<file path="src/rtl/spi_egress_pkg.sv">
// Shared types and helpers for the SPI egress packer: FSM state encoding,
// default header tag and the header-byte builder.
package spi_egress_pkg;

  typedef enum logic {
    IDLE    = 1'b0,
    PAYLOAD = 1'b1
  } state_t;

  localparam logic [2:0] DEFAULT_HEADER_TAG = 3'b101;

  function automatic logic [7:0] header_byte(input logic [2:0] tag, input logic [4:0] len);
    return {tag, len};
  endfunction

endpackage

</file>
<file path="src/rtl/spi_egress_byte_fifo.sv">
// First-word-fall-through byte FIFO feeding the SPI egress serializer.
// Head entry is read combinationally from storage; count is registered.
module spi_egress_byte_fifo #(
  parameter  int DEPTH = 16,
  localparam int AW    = $clog2(DEPTH),
  localparam int CW    = AW + 1
) (
  input  logic          clk,
  input  logic          resn,
  input  logic          push,
  input  logic [7:0]    push_data,
  input  logic          pop,
  output logic [7:0]    data,
  output logic          empty,
  output logic [CW-1:0] count
);

  logic [7:0]    mem [DEPTH];
  logic [AW-1:0] wr_ptr;
  logic [AW-1:0] rd_ptr;
  logic          push_ok;
  logic          pop_ok;

  assign empty   = (count == '0);
  assign pop_ok  = pop && !empty;
  // A full FIFO can still take a byte on the same edge that frees one.
  assign push_ok = push && ((count != CW'(DEPTH)) || pop_ok);
  assign data    = mem[rd_ptr];

  always_ff @(posedge clk) begin
    if (!resn) begin
      wr_ptr <= '0;
      rd_ptr <= '0;
      count  <= '0;
    end else begin
      if (push_ok) wr_ptr <= wr_ptr + 1'b1;
      if (pop_ok)  rd_ptr <= rd_ptr + 1'b1;
      case ({push_ok, pop_ok})
        2'b10:   count <= count + 1'b1;
        2'b01:   count <= count - 1'b1;
        default: count <= count;
      endcase
    end
  end

  always_ff @(posedge clk) begin
    if (push_ok) mem[wr_ptr] <= push_data;
  end

endmodule

</file>
<file path="src/rtl/spi_slave_egress_packer.sv">
// Packs parallel frame words into header + payload bytes for the SPI egress FIFO.
// Optional XOR trailer byte when SPI_EGRESS_PACKER_CHECKSUM_EN is defined.
module spi_slave_egress_packer
  import spi_egress_pkg::*;
#(
  parameter int         FRAME_BYTES = 4,
  parameter int         FIFO_DEPTH  = 16,
  parameter logic [2:0] HEADER_TAG  = DEFAULT_HEADER_TAG
) (
  input  logic                           spi_clk,
  input  logic                           resn,
  input  logic                           in_valid,
  output logic                           in_ready,
  input  logic [FRAME_BYTES*8-1:0]       in_data,
  output logic                           fifo_empty,
  input  logic                           fifo_shift_out,
  output logic [7:0]                     fifo_data,
  output logic [$clog2(FIFO_DEPTH):0]    fifo_count
);

`ifdef SPI_EGRESS_PACKER_CHECKSUM_EN
  localparam int FRAME_LEN = FRAME_BYTES + 2;
`else
  localparam int FRAME_LEN = FRAME_BYTES + 1;
`endif
  localparam int         CW       = $clog2(FIFO_DEPTH) + 1;
  // Index of the final byte pushed after the header.
  localparam logic [4:0] LAST_IDX = 5'(FRAME_LEN - 2);
  localparam logic [7:0] HEADER   = header_byte(HEADER_TAG, 5'(FRAME_BYTES));

  state_t                   state;
  state_t                   state_nx;
  logic [4:0]               idx;
  logic [FRAME_BYTES*8-1:0] frame;
  logic                     accept;
  logic                     push;
  logic [7:0]               push_data;
  logic [7:0]               payload_byte;

  // Whole-frame space check keeps frames atomic; no stall inside PAYLOAD.
  assign in_ready     = (state == IDLE) && ((CW'(FIFO_DEPTH) - fifo_count) >= CW'(FRAME_LEN));
  assign accept       = in_valid && in_ready;
  assign payload_byte = frame[int'(idx)*8 +: 8];

`ifdef SPI_EGRESS_PACKER_CHECKSUM_EN
  logic [7:0] csum;

  always_ff @(posedge spi_clk) begin
    if (accept)
      csum <= HEADER;
    else if ((state == PAYLOAD) && (idx != LAST_IDX))
      csum <= csum ^ payload_byte;
  end
`endif

  always_comb begin
    state_nx  = state;
    push      = 1'b0;
    push_data = HEADER;
    case (state)
      IDLE: begin
        if (accept) begin
          push     = 1'b1;
          state_nx = PAYLOAD;
        end
      end
      PAYLOAD: begin
        push      = 1'b1;
        push_data = payload_byte;
`ifdef SPI_EGRESS_PACKER_CHECKSUM_EN
        if (idx == LAST_IDX) push_data = csum;
`endif
        if (idx == LAST_IDX) state_nx = IDLE;
      end
      default: state_nx = IDLE;
    endcase
  end

  always_ff @(posedge spi_clk) begin
    if (!resn) begin
      state <= IDLE;
      idx   <= '0;
    end else begin
      state <= state_nx;
      if (accept)
        idx <= '0;
      else if (state == PAYLOAD)
        idx <= idx + 5'd1;
    end
  end

  always_ff @(posedge spi_clk) begin
    if (accept) frame <= in_data;
  end

  spi_egress_byte_fifo #(
    .DEPTH (FIFO_DEPTH)
  ) u_fifo (
    .clk       (spi_clk),
    .resn      (resn),
    .push      (push),
    .push_data (push_data),
    .pop       (fifo_shift_out),
    .data      (fifo_data),
    .empty     (fifo_empty),
    .count     (fifo_count)
  );

endmodule

</file>
<file path="config.mk">
export PLATFORM = sky130hd
export DESIGN_NAME = spi_slave_egress_packer
export DESIGN_NICKNAME = d
export VERILOG_FILES = /design/src/rtl/spi_egress_pkg.sv /design/src/rtl/spi_egress_byte_fifo.sv /design/src/rtl/spi_slave_egress_packer.sv
export SDC_FILE = /design/constraint.sdc
export NUM_CORES = 1
export LEC_CHECK = 0
export CORE_MARGIN = 5
export CORE_UTILIZATION = 55
export CTS_CLUSTER_SIZE = 25
export DETAILED_ROUTE_END_ITERATION = 10
export MAX_ROUTING_LAYER = met4
export PLACE_DENSITY = 0.73
export SKIP_CTS_REPAIR_TIMING = 1
export SKIP_LAST_GASP = 1
export SYNTH_ARGS = -nofsm -noshare
export SYNTH_HDL_FRONTEND = slang
export SYNTH_HIERARCHICAL = 1
export SYNTH_SLANG_ARGS = --single-unit
</file>
<file path="constraint.sdc">
create_clock -name spi_clk -period 6 [get_ports spi_clk]
set_input_delay 0.6 -clock spi_clk [delete_from_list [all_inputs] [get_ports spi_clk]]
set_output_delay 0.6 -clock spi_clk [all_outputs]
set_load 0.01 [all_outputs]
</file>
Yosys cells after proc, flatten, opt, wreduce, memory -nomap -nowiden
Memory sizes are Yosys's and may differ from the RTL's. A register that Yosys moved wholly into a read port is not among the register bits.
Cells that the tools add are included.
{ "word_totals": {"inputBits": 36, "romBits": 0, "n_memories": 1, "regBits": 51, "latch_bits": 0, "output_inout_bits": 15, "word_cells": 40, "mem_bits_rw": 128} }
{ "op_classes": {"n_div": 0, "n_eq_ne": 4, "magnitude_cmp": 1, "n_mux": 10, "shift": 1, "multipliers": 0, "reduce_logical": 9, "n_addsub": 6, "bitwise": 2} }
{ "memory_table": {"columns": ["name", "depth", "width", "rd", "rd_clocked_by_memory_dff", "write_ports", "line_no", "text"], "rows": [
  ["u_fifo.mem", 16, 8, 1, 1, 1, "spi_egress_byte_fifo.sv:18", "logic [7:0] mem [DEPTH];"]
]} }
{ "op_table": {"columns": ["cell", "n"], "rows": [
  ["$shiftx 32x9->8", 1],
  ["$add 5x1->5 const B", 2],
  ["$pmux 5 s2", 1],
  ["$add 4x1->4 const B", 2],
  ["$mux 4", 2],
  ["$mux 8", 1],
  ["$eq 5x2->1 const B", 1],
  ["$ge 5x3->1 const B", 1],
  ["$logic_not 5->1", 1],
  ["$ne 5x5->1 const B", 1],
  ["$sub 5x1->5 const B", 1],
  ["$sub 5x5->5 const A", 1],
  ["$logic_and 1x1->1", 4],
  ["$mux 1", 4],
  ["$pmux 1 s2", 2],
  ["$eq 2x1->1 const B", 1],
  ["$eq 2x2->1 const B", 1],
  ["$not 1->1", 2],
  ["$reduce_bool 2->1", 1],
  ["$reduce_or 2->1", 1],
  ["$logic_not 1->1", 1],
  ["$logic_or 1x1->1", 1]
]} }

Logic depth before layout (Yosys ltp)
Gate-level depths: netlist of the first run.
{ "logic_depth": {"ltp_word": 9, "depth_mapped": 13, "depth_no_buf": 13} }

Cells and area by module
The synthesis of the first run kept the hierarchy.
{ "modules_own_cells": {"columns": ["module", "n_inst", "area_each_um2", "seq_area_each_um2", "cells_per_inst"], "rows": [
  ["spi_egress_byte_fifo", 1, 5804.3, 4184.0, 315],
  ["spi_slave_egress_packer", 1, 1614.0, 1081.0, 97]
]} }

Worst setup path before layout of the first run
Ideal clock, no wire load.
{ "synth_path": {"path_kind": "register to register", "from": "register u_fifo.count[0]", "to": "register u_fifo.count[4]", "path_stages_with_launch": 13, "arrival_time_ns": 2.919, "setup_time_ns": 0.076, "setup_slack_ns": 3.004, "period_less_slack_ns": 2.996, "t_required_ns": 5.924, "path_buffers": 0, "path_cell_list": "dfxtp_1 -> inv_1 -> ha_1 -> nor3_1 -> o221ai_2 -> a21o_2 -> nand2b_1 -> a21oi_2 -> ha_1 -> a21oi_1 -> nand4b_1 -> a21o_1 -> a31oi_1"} }
{ "synth_between": {"elab_chain_cells": 9, "word_cells_on_any_way": 18, "cone_classes": "3 x add/sub; 1 x order compare; 3 x eq/ne; 3 x mux; 8 x reduce/logical"} }
{ "synth_rtl": {"columns": ["element", "line_no", "text"], "rows": [
  ["start: declaration", "spi_egress_byte_fifo.sv:15", "output logic [CW-1:0] count"],
  ["start signal: assignment", "spi_egress_byte_fifo.sv:39", "2'b10: count <= count + 1'b1;"],
  ["start signal: assignment", "spi_egress_byte_fifo.sv:40", "2'b01: count <= count - 1'b1;"],
  ["start signal: assignment", "spi_egress_byte_fifo.sv:41", "default: count <= count;"],
  ["$sub 5x5->5 *", "spi_slave_egress_packer.sv:41", "assign in_ready = (state == IDLE) && ((CW'(FIFO_DEPTH) - fifo_count) >= CW'(FRAME_LEN));"],
  ["$ge 5x3->1 *", "spi_slave_egress_packer.sv:41", null],
  ["$logic_and 1x1->1 *", "spi_slave_egress_packer.sv:41", null],
  ["$logic_and 1x1->1 *", "spi_slave_egress_packer.sv:42", "assign accept = in_valid && in_ready;"],
  ["$mux 1 *", "spi_slave_egress_packer.sv:62", "if (accept) begin"],
  ["$pmux 1 s2 *", "spi_slave_egress_packer.sv:60", "case (state)"],
  ["via push", "spi_slave_egress_packer.sv:36", "logic push;"],
  ["$logic_and 1x1->1 *", "spi_egress_byte_fifo.sv:27", "assign push_ok = push && ((count != CW'(DEPTH)) || pop_ok);"],
  ["$eq 2x1->1 or $eq 2x2->1 (tied branches)", "spi_egress_byte_fifo.sv:38", "case ({push_ok, pop_ok})"],
  ["$pmux 5 s2 or $reduce_bool 2->1 (tied branches)", null, null]
]} }
Mark *: on every way through the listed nets, which the timed path passes. The rest lies on a longest branch.
A chain may end at the register's enable or synchronous reset.

Worst setup path after layout of the first run
{ "layout_path": {"from": "register u_fifo.count[0]", "to": "memory u_fifo.mem[1][7] (enable)"} }
{ "layout_between": {"elab_chain_cells": 9, "word_cells_on_any_way": 14, "cone_classes": "1 x add/sub; 1 x order compare; 1 x eq/ne; 4 x mux; 7 x reduce/logical"} }
{ "layout_rtl": {"columns": ["element", "line_no", "text"], "rows": [
  ["$sub 5x5->5", "spi_slave_egress_packer.sv:41", null],
  ["$ge 5x3->1", "spi_slave_egress_packer.sv:41", null],
  ["$logic_and 1x1->1", "spi_slave_egress_packer.sv:41", null],
  ["$logic_and 1x1->1", "spi_slave_egress_packer.sv:42", null],
  ["$mux 1", "spi_slave_egress_packer.sv:62", null],
  ["$pmux 1 s2", "spi_slave_egress_packer.sv:60", null],
  ["via push", "spi_slave_egress_packer.sv:36", null],
  ["$logic_and 1x1->1", "spi_egress_byte_fifo.sv:27", null],
  ["$mux 1", "spi_egress_byte_fifo.sv:47", "if (push_ok) mem[wr_ptr] <= push_data;"],
  ["$mux 1 (not written as such)", "spi_egress_byte_fifo.sv:47", null],
  ["end: declaration", "spi_egress_byte_fifo.sv:18", null]
]} }
The timed path passes the listed nets, and every way through them passes these cells.

==> results of run 1 <==
-- layer usage --
metal / up-vias / global-route usage
li1: 1747 / -
met1: 1896 / 0.234
met2: 117 / 0.289
met3: 15 / 0.0508
met4: 0 / 0.0536
met5: - / -
-- worst paths after layout --
path,to,slack [ns]
max reg2reg,u_fifo/mem[1][7],2.61
min,u_fifo/rd_ptr[2],0.57
max,u_fifo/mem[1][7],2.61
min reg2reg,u_fifo/rd_ptr[2],0.57
-- cells by family (layout without fill, tap and decap cells) --
family                     after synthesis  in the layout
DFF                                    183            183
muxes                                   47             47
adders and majority gates               12             12
AOI/OAI and AO/OA                       43             43
xor gates and xnor gates                11             11
and+or+nand+nor                         90             90
buffers and inverters                   26             93
-- registers in the layout (all words and copies together), names as in the netlist, named ones only --
| name | count |
|---|---|
| state | 1 |
| u_fifo/wr_ptr | 4 |
| u_fifo/mem | 128 |
| frame | 32 |
| idx | 5 |
| u_fifo/count | 5 |
| u_fifo/rd_ptr | 4 |
-- placed cells by master, fill, tap and decap left out, types with 8 or more instances in the layout --
cell type / count
xor2_1: 8
nand2_1: 27
a22oi_1: 16
edfxtp_1: 160
clkbuf_16: 17
dfxtp_1: 21
mux4_2: 40
ha_1: 11
nor2_1: 26
clkdlybuf4s50_1: 50
-- per-stage QoR --
step           total power, mW  hold WS, ns  worst slack, ns
6_report                  4.18        0.567             2.61
5_1_grt                   4.40        0.603             2.27
4_1_cts                   4.22        0.563             2.56
3_5_place_dp              3.05        0.547             2.60
3_3_place_gp              3.01        0.545             2.75
2_1_floorplan             2.67        0.507             3.00
-- power by group --
group	total [mW]	switching [mW]	internal, mW
Sequential	1.82	0.136	1.69
Clock	1.17	0.466	0.702
Combinational	1.19	0.611	0.576
-- worst reg2reg max path: stages (launching register included) --
cell      delay (ns)
dfxtp_1         0.58
inv_1           0.09
ha_1            0.25
nor2b_1         0.15
nor3b_2         0.06
o221ai_2        0.36
a21o_2          0.32
o21a_4          0.20
nand2_1         0.11
nor3_1          0.89
-- area by class of cell --
cell class | instances | area [µm²]
flip-flops and latches | 183 | 5270
fillers | 922 | 4540
multi-input cells | 203 | 2040
repair buffers | 53 | 523
clock buffers | 18 | 429
well taps | 176 | 220
clock inverters | 14 | 196
inverters | 8 | 30.0
==> metrics.cfg, run 1 <==
[run_status]
status = complete, no violations

[global_routing]
first_global_vias = 3974
grt_max_degree = 33
antenna_found_initial = 0
overflow = 0
grt_first_pass_wirelength_um = 21300
grt_usage = 0.182

[synthesis]
synth_enable_flop_cells = 160
yosys.area.top_type = edfxtp_1
synth-async-reset-ratio = 0
syn_area_mm2 = 0.00742
post-synth-top-count-cell = edfxtp_1
synthDistinctLibCells = 45
ys.flop_type = edfxtp_1
synthTopCellsByCount = 160 x edfxtp_1, 40 x mux4_2, 27 x nand2_1, 26 x nor2_1, 23 x dfxtp_1
synthAdderAreaFrac = 0.0213
synthMuxAreaShare = 0.131
synth.ff_latch_count = 183
syn_area_per_cell_um2 = 18.0
synth_top_family_by_area = multiplexers
synth_compound_area_frac = 0.0487
yosys.area_share.simple = 0.0609
synth-xor-area-share = 0.0130
synth.area.top_cells = edfxtp_1 65%, mux4_2 12%, dfxtp_1 6.2%
synth_top_area_share = 0.648
synth_warnings = 6
synth_cells = 412
synthesis.nets = 460
ys_seq_area_frac = 0.710

[timing]
max_slew_margin = 0.222
fin_crit_ns = 3.39
setup_viol = 0
final_max_slew_viol_count = 0
max_freq_ghz = 0.295
max_slew.worst_pin.slew_ns = 1.16
fin_crit_sh = 0.564
skew_ns = 0.00837
fin_setup_tns_ns = 0
rsz0062_at_grt = no
finalHoldViolations = 0

[routing]
routedWlPerCell_um = 19.7
drt_iter0_drc = 344
antenna_left = 0
wirelength_um = 12900
vias = 3775
met3_length_um = 716
drt_first_pass_iters = 6
vias_per_cell = 5.76
m1WireLength_um = 5480
drc = 0
top_layer = met4
dr_wl_met2_um = 6570

[floorplan]
rows = 42
start_util = 0.560
die_y_um = 126
design.die.area_mm2 = 0.0159
core_mm2 = 0.0132
io_pins = 51
die_x_um = 126

[layout]
antenna_cells = 0
layout.cells.non_filler = 655
syn_to_final_growth_pct = 17.3
drive_gt1_frac = 0.177
finalNetCount = 514
design_area_mm2 = 0.00870
final_core_util = 0.657

[pwr]
p_leak_nw = 2.87
p_per_area_mw_per_mm2 = 480
ir_drop_mv = 0.242

[clock_tree]
cts_tree = built
htreeDepth = 4
cts_buffer_depth = 2
cts_made_buffers = 17
clk_latency_ns = 0.42
clock_sinks = 183
cts_root_buf = clkbuf_16
clkTransAtPathRegs_ns = 0.06

[critical_path]
crit_cells = 9
critPathLaunch = u_fifo/count[0]
r2r_start = u_fifo/count[0]
startpoint_type = flip-flop
arrival_ns = 3.42
cpMaxStageDelayCell = nor3_1
path_buf_inv = 1
critical_path.endpoint_type = flip-flop
r2r_cells = 9
cp_max_fo = 11
cp.required_ns = 6.04
path_class = flip-flop to flip-flop
slowest_delay_ns = 0.89
crit_chain = inv_1, ha_1, nor2b_1, nor3b_2, o221ai_2, a21o_2, o21a_4, nand2_1, nor3_1
path_delay_family = simple AND/OR/NAND/NOR gates

[placement]
dp.cells = 623
gp_congestion = 0.811
port_buffers = 50
dp_hpwl_um = 8620
placed_area_mm2 = 0.00808

[job]
drv_cap = 0

[min_path]
hp-class = flip-flop to flip-flop
min_from = u_fifo/rd_ptr[2]
min_path_cells = 2

No activity file was read; power rests on OpenSTA's default activity.
==> run 2: changes to the inputs <==
--- a/config.mk
+++ b/config.mk
@@ -6,11 +6,11 @@
 export NUM_CORES = 1
 export LEC_CHECK = 0
 export CORE_MARGIN = 5
-export CORE_UTILIZATION = 55
+export CORE_UTILIZATION = 53
 export CTS_CLUSTER_SIZE = 25
 export DETAILED_ROUTE_END_ITERATION = 10
 export MAX_ROUTING_LAYER = met4
-export PLACE_DENSITY = 0.73
+export PLACE_DENSITY = 0.74
 export SKIP_CTS_REPAIR_TIMING = 1
 export SKIP_LAST_GASP = 1
 export SYNTH_ARGS = -nofsm -noshare
==> constraint.sdc (replaced) <==
create_clock -name spi_clk -period 3.1 [get_ports spi_clk]
set_input_delay 0.31 -clock spi_clk [delete_from_list [all_inputs] [get_ports spi_clk]]
set_output_delay 0.31 -clock spi_clk [all_outputs]
set_load 0.01 [all_outputs]
==> run 2 against run 1 <==
  * Final cell count up 3.7%
  * Hold slack got worse by 0.12 ns
  * Via count rose by 4.6%
  * Largest cell class unchanged
  * Critical path type unchanged
  * Clock-buffer cell count grew 5
  * Routed wire length increased by 9.1%
==> metrics.cfg, run 2 (synthesized netlist as in run 1, its figures left out) <==
[critical_path]
path_buf_inv = 1  ; unchanged
r2r_start = u_fifo/count[0]  ; unchanged
path_delay_family = compound AO/OA/AOI/OAI gates  ; was simple AND/OR/NAND/NOR gates
slowest_delay_ns = 0.40  ; was 0.89 ns
startpoint_type = flip-flop  ; unchanged
crit_chain = inv_1, ha_1, nor3_1, o221ai_2, a21o_2, nand2b_1, a21oi_4, ha_1, a21oi_2, nand4b_1, a21o_1, a31oi_1  ; was inv_1, ha_1, nor2b_1, nor3b_2, o221ai_2, a21o_2, o21a_4, nand2_1, nor3_1
path_class = flip-flop to flip-flop  ; unchanged
cp_max_fo = 7  ; was 11
cp.required_ns = 3.44  ; was 6.04 ns
path_common_cell = ha_1
arrival_ns = 3.26  ; was 3.42 ns
cpMaxStageDelayCell = dfxtp_1  ; was nor3_1
critPathLaunch = u_fifo/count[0]  ; unchanged
critical_path.endpoint_type = flip-flop  ; unchanged

[timing]
max_slew.worst_pin.slew_ns = 0.743  ; was 1.16 ns
fin_crit_sh = 0.941  ; was 0.564
finalWorstSetupSlack_ns = 0.182  ; was 2.61 ns
finalHoldViolations = 0  ; unchanged
max_slew_margin = 0.505  ; was 0.222
max_freq_ghz = 0.343  ; was 0.295 GHz
fin_crit_ns = 2.92  ; was 3.39 ns
skew_ns = 0.00606  ; was 0.00837 ns
final_max_slew_viol_count = 0  ; unchanged
setup_viol = 0  ; unchanged

[layout]
syn_to_final_growth_pct = 18.2  ; was 17.3%
largest_reg_flops = 128  ; unchanged
drive_gt1_frac = 0.200  ; was 0.177
reg_top3 = u_fifo/mem: 128 flops, frame: 32 flops  ; unchanged
final_cell_mix = 160 x edfxtp_1, 50 x clkdlybuf4s50_1, 40 x mux4_2  ; unchanged
fillers = 964  ; was 922
antenna_cells = 0  ; unchanged
final_core_util = 0.634  ; was 0.657
finalNetCount = 534  ; was 514
multi_input_area_mm2 = 0.00206  ; was 0.00204 mm²
design_area_mm2 = 0.00877  ; was 0.00870 mm²
ff_latch_area_mm2 = 0.00527  ; about the same
final_common_cell = edfxtp_1  ; unchanged
top_register = u_fifo/mem  ; unchanged

[clock_tree]
htreeDepth = 4  ; unchanged
clock_sinks = 183  ; unchanged
clkTransAtPathRegs_ns = 0.06  ; about the same
cts_made_buffers = 17  ; unchanged
cts_root_buf = clkbuf_16  ; unchanged
clk_latency_ns = 0.42  ; about the same
cts_buffer_depth = 2  ; unchanged
cts_tree = built  ; unchanged

[routing]
drc = 0  ; unchanged
drt_iter0_drc = 308  ; was 344
vias_per_cell = 5.82  ; was 5.76
wirelength_um = 14100  ; was 12900 µm
routedWlPerCell_um = 20.8  ; was 19.7 µm
drt_first_pass_iters = 5  ; was 6
vias = 3950  ; was 3775
antenna_left = 0  ; unchanged

[floorplan]
core_mm2 = 0.0138  ; was 0.0132 mm²
start_util = 0.537  ; was 0.560
design.die.area_mm2 = 0.0165  ; was 0.0159 mm²
die_x_um = 128  ; was 126 µm
rows = 43  ; was 42
io_pins = 51  ; unchanged
die_y_um = 128  ; was 126 µm

[global_routing]
first_global_vias = 4138  ; was 3974
antenna_found_initial = 0  ; unchanged
grt_first_pass_wirelength_um = 22600  ; was 21300 µm
overflow = 0  ; unchanged
grt_usage = 0.191  ; was 0.182
grt_max_degree = 33  ; unchanged

[run_status]
status = complete, no violations  ; unchanged

[placement]
gp_congestion = 0.777  ; was 0.811
placed_area_mm2 = 0.00825  ; was 0.00808 mm²
dp_hpwl_um = 9160  ; was 8620 µm
pre_cts_ws_ns = 0.0929  ; was 2.60 ns
port_buffers = 50  ; unchanged

[pwr]
p_per_area_mw_per_mm2 = 907  ; was 480 mW/mm²
ir_drop_mv = 0.443  ; was 0.242 mV
p_leak_nw = 2.91  ; was 2.87 nW

[job]
drv_cap = 0  ; unchanged

[min_path]
min_from = in_data[21]  ; was u_fifo/rd_ptr[2]
hp-class = input port to flip-flop  ; was flip-flop to flip-flop

run 2: power by group:
part | leakage (nW) | internal [mW] | switching [mW]
registers | 1.65 | 3.26 | 0.191
clock network | 0.238 | 1.02 | 0.843
logic | 1.03 | 1.22 | 1.42
total | 2.91 | 5.50 | 2.45
run 2: per-layer routing:
layer / global-route usage / part of all wire / wire length (µm)
met4: 0.0680 / 0.014 / 202
met5: - / 0 / 0
met2: 0.308 / 0.51 / 7220
met3: 0.0404 / 0.055 / 778
met1: 0.243 / 0.42 / 5900
run 2: area by class of cell:
| type | count | area share |
|---|---|---|
| clock inverters | 9 | 0.00614 |
| clock buffers | 23 | 0.0511 |
| multi-input cells | 203 | 0.235 |
| well taps | 180 | 0.0257 |
| flip-flops and latches | 183 | 0.601 |
| repair buffers | 73 | 0.0782 |
| inverters | 8 | 0.00342 |
run 2: per-stage QoR:
stage / std cells / setup TNS [ns] / power, mW / hold WS [ns]
after global placement: 647 / 0 / 6.00 / 0.506
after CTS: 679 / 0 / 7.99 / 0.424
after detailed placement: 647 / 0 / 6.13 / 0.520
after floorplan: 412 / 0 / 5.18 / 0.409
after global routing: 679 / -0.0199 / 8.36 / 0.421
final: 679 / 0 / 7.95 / 0.442
run 2: path summary, 6_finish.rpt:
check        slack (ns)  depth (start not counted)              end
max reg2reg        0.18                         12  u_fifo/count[4]
max                0.18                         12  u_fifo/count[4]
min                0.44                          1        frame[21]
min reg2reg        0.52                          2  u_fifo/count[0]
